===== src/rtl/audio_sample_pacer.sv =====
// Elastic sample buffer that paces bursty audio samples out to the DAC.
// Build option: AUDIO_PACER_UNDERRUN_ZERO_EN outputs midscale on underrun.
module audio_sample_pacer #(
   parameter int clock_max   = 25_000_000,
   parameter int sample_rate = 8000,
   parameter int DEPTH       = 16
) (
   input  logic                     clk_25mhz,
   input  logic                     reset,
   input  logic                     in_valid,
   input  logic [15:0]              in_sample,
   input  logic                     out_ready,
   output logic                     out_valid,
   output logic [11:0]              out_sample,
   output logic [$clog2(DEPTH):0]   fifo_level,
   output logic                     overflow,
   output logic                     underrun,
   input  logic                     clear_flags
);

   localparam int DIV = clock_max / sample_rate;
   localparam int CW  = (DIV > 1) ? $clog2(DIV) : 1;
   localparam int AW  = $clog2(DEPTH);
   localparam int LW  = AW + 1;
   localparam logic [11:0] MID = 12'h800;

   typedef enum logic [1:0] {
      PREFILL,
      RUN,
      HOLD
   } state_t;

   state_t          state_q, state_d;
   logic [CW-1:0]   cnt_q, cnt_d;
   logic [AW-1:0]   wr_ptr_q, wr_ptr_d;
   logic [AW-1:0]   rd_ptr_q, rd_ptr_d;
   logic [LW-1:0]   level_q, level_d;
   logic            out_valid_q, out_valid_d;
   logic [11:0]     out_sample_q, out_sample_d;
   logic [11:0]     last_q, last_d;
   logic            overflow_q, overflow_d;
   logic            underrun_q, underrun_d;
   logic [11:0]     mem_q [DEPTH];

   logic            tick;
   logic            full;
   logic            empty;
   logic            push;
   logic            pop;
   logic            ovf_set;
   logic            und_set;
   logic [11:0]     in_code;
   logic            unused_lsbs;

   assign tick  = (cnt_q == CW'(DIV - 1));
   assign full  = (level_q == LW'(DEPTH));
   assign empty = (level_q == '0);

   // Offset-binary DAC code: flip the sign bit, drop the four LSBs.
   assign in_code     = {~in_sample[15], in_sample[14:4]};
   assign unused_lsbs = ^in_sample[3:0];

   // Free-running sample-rate divider.
   always_comb begin
      cnt_d = tick ? '0 : cnt_q + CW'(1);
   end

   // Pacing FSM: prefill, wait for a tick, then hold until accepted.
   always_comb begin
      state_d      = state_q;
      out_valid_d  = out_valid_q;
      out_sample_d = out_sample_q;
      last_d       = last_q;
      pop          = 1'b0;
      und_set      = 1'b0;
      unique case (state_q)
         PREFILL: begin
            if (level_q >= LW'(DEPTH / 2)) state_d = RUN;
         end
         RUN: begin
            if (tick) begin
               out_valid_d = 1'b1;
               state_d     = HOLD;
               if (!empty) begin
                  pop          = 1'b1;
                  out_sample_d = mem_q[rd_ptr_q];
                  last_d       = mem_q[rd_ptr_q];
               end else begin
                  und_set = 1'b1;
`ifdef AUDIO_PACER_UNDERRUN_ZERO_EN
                  out_sample_d = MID;
                  last_d       = MID;
`else
                  out_sample_d = last_q;
`endif
               end
            end
         end
         HOLD: begin
            if (out_valid_q && out_ready) begin
               out_valid_d = 1'b0;
               state_d     = RUN;
            end
         end
         default: state_d = PREFILL;
      endcase
   end

   // FIFO bookkeeping and sticky error flags.
   always_comb begin
      push       = in_valid && (!full || pop);
      ovf_set    = in_valid && full && !pop;
      wr_ptr_d   = push ? wr_ptr_q + AW'(1) : wr_ptr_q;
      rd_ptr_d   = pop  ? rd_ptr_q + AW'(1) : rd_ptr_q;
      level_d    = level_q;
      unique case ({push, pop})
         2'b10:   level_d = level_q + LW'(1);
         2'b01:   level_d = level_q - LW'(1);
         default: level_d = level_q;
      endcase
      overflow_d = ovf_set | (overflow_q & ~clear_flags);
      underrun_d = und_set | (underrun_q & ~clear_flags);
   end

   // Sample storage; occupancy is tracked by the pointers, so no reset.
   always_ff @(posedge clk_25mhz) begin
      if (push) mem_q[wr_ptr_q] <= in_code;
   end

   // State registers.
   always_ff @(posedge clk_25mhz or negedge reset) begin
      if (!reset) begin
         state_q      <= PREFILL;
         cnt_q        <= '0;
         wr_ptr_q     <= '0;
         rd_ptr_q     <= '0;
         level_q      <= '0;
         out_valid_q  <= 1'b0;
         out_sample_q <= MID;
         last_q       <= MID;
         overflow_q   <= 1'b0;
         underrun_q   <= 1'b0;
      end else begin
         state_q      <= state_d;
         cnt_q        <= cnt_d;
         wr_ptr_q     <= wr_ptr_d;
         rd_ptr_q     <= rd_ptr_d;
         level_q      <= level_d;
         out_valid_q  <= out_valid_d;
         out_sample_q <= out_sample_d;
         last_q       <= last_d;
         overflow_q   <= overflow_d;
         underrun_q   <= underrun_d;
      end
   end

   assign out_valid  = out_valid_q;
   assign out_sample = out_sample_q;
   assign fifo_level = level_q;
   assign overflow   = overflow_q;
   assign underrun   = underrun_q;

endmodule


===== config.mk =====
export PLATFORM = sky130hd
export DESIGN_NAME = audio_sample_pacer
export DESIGN_NICKNAME = d
export VERILOG_FILES = /design/src/rtl/audio_sample_pacer.sv
export SDC_FILE = /design/constraint.sdc
export NUM_CORES = 1
export LEC_CHECK = 0
export BUFFER_PORTS_ARGS = -buffer_cell sky130_fd_sc_hd__buf_2
export CAP_MARGIN = 10
export CORE_ASPECT_RATIO = 0.6
export CORE_MARGIN = 2
export CORE_UTILIZATION = 50
export CTS_CLUSTER_SIZE = 16
export DETAILED_ROUTE_END_ITERATION = 16
export PLACE_DENSITY = 0.79
export SETUP_SLACK_MARGIN = 0.4
export SLEW_MARGIN = 15
export SYNTH_ARGS = -nofsm -noshare
export SYNTH_HDL_FRONTEND = slang
export SYNTH_SLANG_ARGS = --single-unit

===== constraint.sdc =====
create_clock -name clk_25mhz -period 3.4 [get_ports clk_25mhz]
set_input_delay 0.51 -clock clk_25mhz [delete_from_list [all_inputs] [get_ports clk_25mhz]]
set_output_delay 0.51 -clock clk_25mhz [all_outputs]
set_load 0.05 [all_outputs]

==> Word-level counts from Yosys, hierarchy flattened <==
Memory sizes are Yosys's and may differ from the RTL's. A register that Yosys moved wholly into a read port is not among the register bits.
Cells that the tools add are included.
{ "totals": {"regBits": 30, "out_inout_bits": 20, "mem_count": 1, "ramBits": 192} }
{ "classes": {"add_sub_neg": 5, "n_lt_le_gt_ge": 1, "n_eq_ne": 9, "n_reduce_logical": 15, "n_mux": 17, "n_bitwise": 7} }
{ "mem_list": {"columns": ["name", "depth", "width", "rd", "rd_ports_with_merged_regs", "write_ports", "line_no", "text"], "rows": [
  ["mem_q", 16, 12, 1, 1, 1, "43", "logic [11:0] mem_q [DEPTH];"]
]} }
{ "ops": {"columns": ["op", "count"], "rows": [
  ["12-bit by 1-bit adder with 12-bit output, second input constant", 1],
  ["12-bit equality test, second input constant", 1],
  ["12-bit 2-to-1 mux", 1],
  ["1-bit 2-to-1 mux", 10],
  ["5-bit case mux with 2 select lines", 1],
  ["3-bit AND reduction", 3],
  ["4-bit by 1-bit adder with 4-bit output, second input constant", 2],
  ["2-bit 2-to-1 mux", 3],
  ["2-bit != test, second input constant", 3],
  ["2-bit case mux with 3 select lines", 1],
  ["5-bit by 1-bit adder with 5-bit output, second input constant", 1],
  ["5-bit equality test, second input constant", 1],
  ["5-bit by 4-bit greater-or-equal comparator with 1-bit output, second input constant", 1],
  ["5-bit zero test", 1],
  ["5-bit by 1-bit subtractor with 5-bit output, second input constant", 1],
  ["2-bit by 1-bit equality test with 1-bit output, second input constant", 2],
  ["2-bit equality test, second input constant", 2],
  ["1-bit logical AND", 4],
  ["2-bit nonzero test", 2],
  ["1-bit zero test", 3],
  ["1-bit NOT", 3],
  ["1-bit bitwise AND", 2],
  ["2-bit zero test", 1],
  ["1-bit bitwise OR", 2],
  ["2 further kinds", 2]
]} }

==> Longest topological paths before layout <==
{ "depth": {"ltp_word": 8, "depth_mapped": 12} }

==> Worst setup path after synthesis <==
No wires, ideal clock.
{ "synth_path": {"path_kind": "register to register", "startpoint": "reg cnt_q[0]", "endpoint": "mem mem_q[0][0], enable pin", "arrival_ps": 2561, "path_stages_with_launch": 8, "setup_time_ps": 412, "setup_slack_ps": 426, "required_time_ps": 2988, "path_cell_list": "dfrtp_1 > inv_1 > ha_1 > nor4b_2 > and4_1 > buf_2 > o21ai_1 > nor4_1"} }
{ "synth_via": {"elab_chain_cells": 7} }
{ "synth_lines": {"columns": ["element", "line_no", "text"], "rows": [
  ["start: declaration", "34", "logic [CW-1:0] cnt_q, cnt_d;"],
  ["start signal: assignment", "145", "cnt_q <= cnt_d;"],
  ["12-bit equality test", "55", "assign tick = (cnt_q == CW'(DIV - 1));"],
  ["1-bit 2-to-1 mux", "81", "if (tick) begin"],
  ["1-bit 2-to-1 mux", "76", "unique case (state_q)"],
  ["1-bit logical OR", "111", "push = in_valid && (!full || pop);"],
  ["1-bit logical AND", "111", null],
  ["1-bit 2-to-1 mux", "127", "if (push) mem_q[wr_ptr_q] <= in_code;"],
  ["1-bit 2-to-1 mux (not written as such)", "127", null],
  ["end: declaration", "43", null]
]} }
No other way between the ends.

==> Worst setup path after layout <==
{ "layout_path": {"startpoint": "reg cnt_q[0]", "endpoint": "reg level_q[2], in the netlist fifo_level[2]"} }
{ "layout_via": {"elab_chain_cells": 7, "word_cells_on_any_way": 9} }
{ "layout_lines": {"columns": ["element", "line_no", "text"], "rows": [
  ["12-bit equality test (*)", "55", null],
  ["1-bit 2-to-1 mux (*)", "81", null],
  ["1-bit 2-to-1 mux (*)", "76", null],
  ["1-bit logical OR", "111", null],
  ["1-bit logical AND", "111", null],
  ["2-bit by 1-bit equality test with 1-bit output or 2-bit equality test (tied branches)", "116", "unique case ({push, pop})"],
  ["5-bit case mux with 2 select lines or 2-bit nonzero test (tied branches)", null, null],
  ["end signal: assignment", "148", "level_q <= level_d;"],
  ["end: declaration", "37", "logic [LW-1:0] level_q, level_d;"]
]} }
Every way passes the cells marked *; elsewhere a longest branch is shown, timed or not.
A chain may end at the register's enable or synchronous reset.

==> flow_summary.json <==
{
  "netlist_area_um2": 9530,
  "synth.distinct_cells": 46,
  "start_util_pct": 50.6,
  "critical_path_required_ps": 3820,
  "cts_buffer_depth": 3,
  "grt_usage_pct": 19.2,
  "diodes": 0,
  "hp-class": "input port to async pin",
  "rows": 39,
  "gr-total-overflow": 0,
  "yosysSeqAreaShare_pct": 71.5,
  "drc": 0,
  "powerDensity_nw_per_um2": 622,
  "synth_edf_count": 192,
  "crit_slowest_cell": "dfrtp_1",
  "syn_inst": 471,
  "root_buffer": "clkbuf_16",
  "synth_fa_ha_area_share_pct": 1.18,
  "cp_data_arrival_time_ps": 3300,
  "dp_hpwl_mm": 11.5,
  "ys_warn_count": 0,
  "cts.sinks": 234,
  "rsz0062_at_grt": "true",
  "antenna_found_initial": 0,
  "layout_commonest_cell": "edfxtp_1",
  "final_cell_mix": "edfxtp_1, dfrtp_1, buf_2",
  "start_kind": "flop",
  "portBuffers": 36,
  "io_pins": 41,
  "dp_slack_ps": 341,
  "clock.fmax_ghz": 0.347,
  "synth_xor_area_share_pct": 1.75,
  "slowest_delay_ps": 450,
  "die_w_um": 182,
  "die_area_um2": 20200,
  "drt_pass1_iterations": 5,
  "synth_compound_area_share_pct": 1.92,
  "drv_cap": 0,
  "wire_per_inst_um": 23.5,
  "syn-num-nets": 501,
  "wl_mm": 18.8,
  "synth.avg_cell_area_um2": 20.2,
  "vias": 4758,
  "clk_latency_ps": 510,
  "drt_iter0_drc": 472,
  "fin_crit_sh_pct": 84.8,
  "ys_seq_elements": 234,
  "finalSetupTns_ps": 0,
  "tightest_slew_ps": 1010,
  "syn2layout_area_growth_pct": 14.5,
  "post_cts_buffers": 0,
  "synth_ff_type": "edfxtp_1",
  "synthArstFlopShare_pct": 17.9,
  "slew_headroom_pct": 32.6,
  "grt_max_degree": 43,
  "final_nets": 569,
  "timing.final.hold_violations": 0,
  "core-area_um2": 18800,
  "cts_made_buffers": 22,
  "drive_gt1_share_pct": 28.8,
  "grt_pass1_wl_mm": 28.9,
  "grt_pass1_vias": 4780,
  "crit_type": "flop to flop",
  "cts-htree-levels": 1,
  "crit_path_end_kind": "flop",
  "place.gp.congestion": 0.827,
  "setup_viol_count_final": 0,
  "synth_top_family_by_area": "multiplexers",
  "synthSimpleGateAreaFrac_pct": 4.21,
  "path_clk_slew_ps": 60,
  "die_h_um": 111,
  "min_period_ps": 2880,
  "slew_viol_final": 0,
  "layout_setup_ws_ps": 518,
  "vdd_drop_max_uv": 381,
  "crit_start": "cnt_q[0]",
  "final_antenna_net_count": 0,
  "crit_path_max_fanout": 6,
  "status": "finished clean",
  "crit_chain": "inv_1 -> ha_1 -> nor4b_4 -> and4_4 -> nand3_2 -> xnor2_1 -> ha_1 -> or2_2 -> or3_1 -> a21o_1 -> o211ai_1",
  "vias_per_cell": 5.94,
  "crit_top_cell": "ha_1",
  "wl_met1_mm": 8.37,
  "cts_tree": "done",
  "power_leakage_nw": 3.84,
  "muxShareOfSynthArea_pct": 17.4,
  "wl_met3_mm": 1.26,
  "r2r-start": "cnt_q[0]",
  "clock_skew_ps": 9.57,
  "wl_met2_mm": 8.86,
  "highest_layer": "met4"
}
[area by class of cell]
| type | instances | area, µm² |
|---|---|---|
| Clock buffer | 32 | 649 |
| Timing Repair Buffer | 65 | 425 |
| Clock inverter | 8 | 67.6 |
| Multi-Input combinational cell | 201 | 2590 |
| Sequential cell | 234 | 6820 |
| Inverter | 15 | 56.3 |
| Fill cell | 1352 | 7920 |
| Tap cell | 246 | 308 |
[synthesized netlist by cell type (2+ instances only)]
cell      count  area share (%)
and3_1       11            0.72
ha_1          9             1.2
o211ai_1      2            0.16
buf_6         5            0.59
mux4_1       30             8.3
a21oi_1       5            0.26
xnor2_1      12             1.1
buf_2         2            0.10
nor3_1        4            0.21
o21ai_0       4            0.21
edfxtp_1    192              60
clkbuf_1      9            0.35
buf_8         2            0.31
nand4_1       3            0.20
dfrtp_1      41              11
o22ai_1       2            0.13
inv_1        15            0.59
mux2_4       12             1.9
a21o_1        2            0.16
o21ai_1       2            0.10
nor4_1        4            0.26
mux4_2       30             7.1
xor2_1        7            0.64
nor2_1       17            0.67
nor2b_1       2            0.13
nand3_1      10            0.52
nand2_1      16            0.63
buf_1         3            0.12
[critical path: cells and delay by family, from the launching register on]
kind	cells	cell delay, ps
compound gates	2	310
xor+xnor	1	170
fa+ha+maj	2	370
buf+inv	1	100
flops	1	450
simple gates	5	1400
[power by group]
part,switching [W],internal [W]
Sequential,0.000171,0.00339
Clock,0.00103,0.00140
Combinational,0.000521,0.000267
[through the flow]
stage	std cells	instance area (µm²)	hold WS (ps)	util [%]	power (W)
global route	801	10900	62.9	57.9	0.00703
floorplan	471	9530	214	-	0.00405
CTS	801	10900	191	57.9	0.00681
global placement	761	10200	468	54.0	0.00434
finish	801	10900	26.2	57.9	0.00678
detailed placement	761	10200	491	54.0	0.00439
[sequential cells by signal, indices dropped and copies added (netlist names)]
signal,flops
underrun,1
rd_ptr_q,4
state_q,2
wr_ptr_q,4
out_valid,1
last_q,12
cnt_q,12
overflow,1
mem_q,192
fifo_level,5
[cells by family after synthesis]
logic type / Yosys count
fa+ha+maj: 9
buf+inv: 36
mux: 73
xor+xnor: 19
simple gates: 74
compound gates: 26
flops: 234
[path summary, 6_finish.rpt]
kind,endpoint,slack [ps],depth (start not counted)
setup / recovery,fifo_level[2],520,11
hold / removal,last_q[10],30,1
setup reg to reg,fifo_level[2],520,11
hold reg to reg,cnt_q[9],510,1
max in group asynchronous,rd_ptr_q[0],2930,1
min in group clk_25mhz,overflow,210,2
[per-layer routing]
| metal | vias up | GRT usage (%) |
|---|---|---|
| met5 | - | 0 |
| met4 | 0 | 4.30 |
| met3 | 30 | 3.52 |
| met2 | 155 | 30.4 |
| met1 | 2512 | 28.3 |
| li1 | 2061 | - |
[what timing repair did]
item,CTS,global route
endpoints found under the setup margin,1,11
gates resized for setup,3,2
hold buffers,0,0
Note: power is estimated with default switching activity, not from simulation.
